### config.mk
export PLATFORM = sky130hd
export DESIGN_NAME = dmem_arbiter
export DESIGN_NICKNAME = d
export VERILOG_FILES = /design/src/rtl/dmem_arbiter.sv
export SDC_FILE = /design/constraint.sdc
export NUM_CORES = 1
export LEC_CHECK = 0
export ABC_CLOCK_PERIOD_IN_PS = 2800
export BUFFER_PORTS_ARGS = -buffer_cell sky130_fd_sc_hd__buf_2
export CORE_MARGIN = 10
export CORE_UTILIZATION = 49
export DETAILED_ROUTE_END_ITERATION = 6
export PLACE_DENSITY = 0.86
export SLEW_MARGIN = 20
export SYNTH_ARGS = -nofsm -noshare
export SYNTH_HDL_FRONTEND = slang
export SYNTH_SLANG_ARGS = --single-unit
### constraint.sdc
create_clock -name CLK -period 2.8 [get_ports CLK]
set_clock_uncertainty 0.1 [all_clocks]
set_input_delay 0.28 -clock CLK [delete_from_list [all_inputs] [get_ports CLK]]
set_output_delay 0.28 -clock CLK [all_outputs]
set_load 0.01 [all_outputs]
### src/rtl/dmem_arbiter.sv
// Round-robin arbiter sharing one data-memory port between the scalar (s_) and matrix/vector (v_) LS units.
// Optional watchdog: define DMEM_ARB_TIMEOUT_EN to abort a stalled transaction after TIMEOUT busy cycles.
module dmem_arbiter #(
    parameter int WORD_W  = 32,
    parameter int ADDR_W  = 32,
    parameter int TIMEOUT = 256
) (
    input  logic              CLK,
    input  logic              nRST,
    input  logic              s_ren,
    input  logic              s_wen,
    input  logic [ADDR_W-1:0] s_addr,
    input  logic [WORD_W-1:0] s_store,
    output logic              s_hit,
    output logic [WORD_W-1:0] s_load,
    input  logic              v_ren,
    input  logic              v_wen,
    input  logic [ADDR_W-1:0] v_addr,
    input  logic [WORD_W-1:0] v_store,
    output logic              v_hit,
    output logic [WORD_W-1:0] v_load,
    output logic              dmemREN,
    output logic              dmemWEN,
    output logic [ADDR_W-1:0] dmemaddr,
    output logic [WORD_W-1:0] dmemstore,
    input  logic              dhit_in,
    input  logic [WORD_W-1:0] dmem_in,
    output logic              arb_err
);

    typedef enum logic {IDLE, BUSY} state_t;

    localparam logic SIDE_S = 1'b0;
    localparam logic SIDE_V = 1'b1;

    state_t            r_state;
    logic              r_owner;
    logic              r_last;
    logic              r_op;
    logic              r_maskS;
    logic              r_maskV;
    logic [ADDR_W-1:0] r_addr;
    logic [WORD_W-1:0] r_store;
    logic              r_sHit;
    logic              r_vHit;
    logic [WORD_W-1:0] r_sLoad;
    logic [WORD_W-1:0] r_vLoad;

    logic w_busy;
    logic w_sReq;
    logic w_vReq;
    logic w_grant;
    logic w_grantV;
    logic w_end;

    // A side that just received its hit is masked for one cycle so a lingering request cannot re-issue.
    assign w_busy   = (r_state == BUSY);
    assign w_sReq   = (s_ren | s_wen) & ~r_maskS;
    assign w_vReq   = (v_ren | v_wen) & ~r_maskV;
    assign w_grant  = w_sReq | w_vReq;
    assign w_grantV = w_vReq & (~w_sReq | (r_last == SIDE_S));

`ifdef DMEM_ARB_TIMEOUT_EN
    localparam int CNT_W = $clog2(TIMEOUT + 1);

    logic [CNT_W-1:0] r_cnt;
    logic             r_err;
    logic             w_timeout;

    assign w_timeout = w_busy & ~dhit_in & (r_cnt == CNT_W'(TIMEOUT - 1));
    assign w_end     = dhit_in | w_timeout;
    assign arb_err   = r_err;
`else
    // Keeps TIMEOUT referenced in the build without a watchdog; the result is constant zero.
    assign w_end   = dhit_in;
    assign arb_err = 1'b0 & (TIMEOUT > 0);
`endif

    assign dmemREN   = w_busy & ~r_op & ~w_end;
    assign dmemWEN   = w_busy &  r_op & ~w_end;
    assign dmemaddr  = w_busy ? r_addr  : '0;
    assign dmemstore = w_busy ? r_store : '0;

    assign s_hit  = r_sHit;
    assign s_load = r_sLoad;
    assign v_hit  = r_vHit;
    assign v_load = r_vLoad;

    always_ff @(posedge CLK or negedge nRST) begin
        if (!nRST) begin
            r_state <= IDLE;
            r_owner <= SIDE_S;
            r_last  <= SIDE_V;
            r_op    <= 1'b0;
            r_maskS <= 1'b0;
            r_maskV <= 1'b0;
            r_addr  <= '0;
            r_store <= '0;
            r_sHit  <= 1'b0;
            r_vHit  <= 1'b0;
            r_sLoad <= '0;
            r_vLoad <= '0;
`ifdef DMEM_ARB_TIMEOUT_EN
            r_cnt   <= '0;
            r_err   <= 1'b0;
`endif
        end else begin
            r_sHit  <= 1'b0;
            r_vHit  <= 1'b0;
            r_sLoad <= '0;
            r_vLoad <= '0;
            r_maskS <= 1'b0;
            r_maskV <= 1'b0;
`ifdef DMEM_ARB_TIMEOUT_EN
            r_err   <= 1'b0;
`endif
            case (r_state)
                IDLE: begin
                    if (w_grant) begin
                        r_owner <= w_grantV;
                        r_addr  <= w_grantV ? v_addr  : s_addr;
                        r_store <= w_grantV ? v_store : s_store;
                        r_op    <= w_grantV ? v_wen   : s_wen;
                        r_state <= BUSY;
`ifdef DMEM_ARB_TIMEOUT_EN
                        r_cnt   <= '0;
`endif
                    end
                end
                BUSY: begin
                    if (dhit_in) begin
                        if (r_owner == SIDE_V) begin
                            r_vHit  <= 1'b1;
                            r_vLoad <= r_op ? '0 : dmem_in;
                            r_maskV <= 1'b1;
                        end else begin
                            r_sHit  <= 1'b1;
                            r_sLoad <= r_op ? '0 : dmem_in;
                            r_maskS <= 1'b1;
                        end
                        r_last  <= r_owner;
                        r_state <= IDLE;
                    end
`ifdef DMEM_ARB_TIMEOUT_EN
                    else if (w_timeout) begin
                        r_err   <= 1'b1;
                        r_sHit  <= (r_owner == SIDE_S);
                        r_vHit  <= (r_owner == SIDE_V);
                        r_last  <= r_owner;
                        r_state <= IDLE;
                    end else begin
                        r_cnt <= r_cnt + 1'b1;
                    end
`endif
                end
                default: r_state <= IDLE;
            endcase
        end
    end

endmodule
==> results.txt <==
Final setup margin -> 424 ps
Comb pwr share -> 0.431
CTS sink cnt -> 134
Global Route Usage Sum -> 0.238
Pint -> 5330 uW
Final nets -> 1,113
Post-synthesis register bit count -> 134
Cell taking the most area after synthesis -> dfrtp_1
Drc violations -> 0
Setup bufs post-CTS -> 0
Worst EP required -> 3050 ps
Critical path class -> reg2reg
HPWL after DPL -> 13,400 um
Drt wl/cell -> 18.3 um
Switching portion of total power -> 0.392
Hold Path Class -> in2reg
Initial antenna violation count -> 3
Outcome -> finished clean
Crit path cell chain -> o21bai_4 -> o21ba_2 -> buf_12 -> nand2_1 -> a31oi_1 -> dlygate4sd3_1
Clk network pwr share -> 0.245
Reg-to-reg slack, setup -> 420 ps
Post-synth EDFFs -> 0
Number of buffers created by CTS -> 17
Initial Util -> 0.500
Port Buffers -> 298
CP endpoint kind -> flop
First-pass GRT wire length -> 30,600 um
CP max-delay cell -> dlygate4sd3_1
Fmax -> 0.421 GHz
Pleak -> 0.00437 uW
I/O pin cnt -> 300
Skew-Pair Late Insertion Delay -> 410 ps
Unrepaired setup endpoints after global routing -> no
Final hold violation count -> 0
Die X -> 128 um
DR vias/cell -> 5.11
R2R Path Start -> v_hit
Clk root buf -> clkbuf_16
Drt pass-1 iters -> 5
Clock-pin slew on the worst setup and hold paths -> 60 ps
Yosys top cell area share -> 0.585
Fraction of registers with async set/reset -> 1.00
DR vias -> 5,649
HP Start -> s_addr[18]
Post-Syn Area -> 0.00569 mm2
Layout area overhead -> 44.4%
Worst-path fanout max -> 52
Hold buffers post-CTS -> 43
Final period util -> 0.849
Largest net degree at the start of global routing -> 77
CTS-repair resized insts -> 0
Startpoint types -> flop
Synthesized instance count -> 621
Max Slew Vio Count -> 0
Seq pwr share -> 0.325
Setup TNS -> 0 ps
Full die area -> 0.0163 mm2
CTS tree -> yes
Net count after synthesis -> 788
Ys flop type -> dfrtp_1
Share of cells above drive strength 1 -> 0.360
CTS H-tree depth -> 4
Core area -> 0.0114 mm2
Sequential element share of the synthesized area -> 0.590
Synth area leaders -> dfrtp_1, nand2_1, nor2_1
Vias in the first global route -> 5,892
Sw power -> 3430 uW
Worst path bufs/invs -> 2
Core Util, Final -> 0.722
Synth top cells by count -> nand2_1, dfrtp_1, nor2_1
Top Family by Delay on Critical Path -> buffers and inverters
Pwr per Cell Area -> 1070 mW/mm2
Dpl ws -> 977 ps
Most frequent cell after synthesis -> nand2_1
DR iter-0 viols -> 380
Antenna viol nets, final -> 0
Worst-margin pin slew -> 728 ps
Num rows -> 39
Max Cap Viol -> 0
Gpl congestion -> 0.825
Yosys cell types -> 21
Syn. warnings -> 0
WP data arrival -> 2630 ps
Clock period minus worst slack -> 2380 ps
CP startpoint -> v_hit
Total Wirelength -> 20,200 um
Largest stage delay on the critical path -> 590 ps
Slew margin rel. -> 0.514
VDD IR max -> 860 uV
Die height -> 128 um
Grt ovf -> 0
Average cell area after synthesis -> 9.16 um2
Setup Viol. Count Final -> 0
Max Root-Sink Buffers -> 2
## metrics by stage
stage	power (uW)	std cells	cell area [um2]	hold WS, ps
2_1_floorplan	5250	621	5690	-116
3_3_place_gp	6350	1027	7200	228
3_5_place_dp	6480	1027	7200	234
4_1_cts	8780	1102	8200	0.0532
5_1_grt	9350	1105	8210	1.86
6_report	8760	1105	8210	11.8
## power groups by stage
stage | clock, uW | sequential (uW) | combinational, uW
floorplan | 0 | 2830 | 2410
global placement | 0 | 2830 | 3530
detailed placement | 0 | 2870 | 3620
CTS | 2160 | 2840 | 3780
global route | 2250 | 2910 | 4190
finish | 2140 | 2850 | 3770
## final timing paths
| path | end | cells after the start |
|---|---|---|
| min in group asynchronous | s_load[25] | 2 |
| hold reg to reg | r_last | 2 |
| hold / removal | r_addr[18] | 3 |
| setup / recovery | r_addr[4] | 6 |
| max in group asynchronous | r_addr[15] | 3 |
| setup reg to reg | r_addr[4] | 6 |
## tightest hold or removal path, stage by stage
cell and delay (ps):
buf_2 90, nand2_1 40, a31oi_1 70
## per-layer routing
layer | up-vias | global-route usage | wire length, um
li1 | 2633 | - | -
met5 | - | 0 | 0
met2 | 292 | 0.408 | 10200
met1 | 2664 | 0.244 | 6950
met3 | 60 | 0.104 | 2290
met4 | 0 | 0.113 | 753
## cells in the final DEF (no fill, tap or decap), types with 2 or more instances in the layout
| master | instances |
|---|---|
| inv_6 | 3 |
| clkinvlp_4 | 4 |
| dfrtp_1 | 133 |
| dlygate4sd3_1 | 43 |
| buf_2 | 297 |
| o21bai_4 | 3 |
| clkinv_4 | 4 |
| diode_2 | 3 |
| buf_12 | 3 |
| nand2_1 | 166 |
| clkbuf_1 | 2 |
| buf_4 | 9 |
| and2_1 | 64 |
| clkbuf_16 | 17 |
| inv_1 | 4 |
| a31oi_1 | 65 |
| nor2_1 | 131 |
## kinds of logic (layout without fill, tap and decap cells)
kind of cell           after synthesis  in the layout  share of synthesized area
DFF                                134            134                      0.590
AOI/OAI and AO/OA                   72             72                     0.0863
buffers and inverters               50            388                     0.0537
and+or+nand+nor                    364            364                      0.270
other                                1              4                   0.000659
## area by class of cell
class,instances,area [um2]
flip-flops and latches,134,3350
fillers,813,3160
repair buffers,352,2040
multi-input cells,437,2040
clock buffers,20,447
well taps,143,179
clock inverters,12,121
inverters,4,15.0
diodes,3,7.51
## flip-flops by register name (all words and copies together) (netlist names), 32 cells and up
| signal | cells |
|---|---|
| r_store | 32 |
| s_load | 32 |
| r_addr | 32 |
| v_load | 32 |
Note: power is estimated with default switching activity, not from simulation.
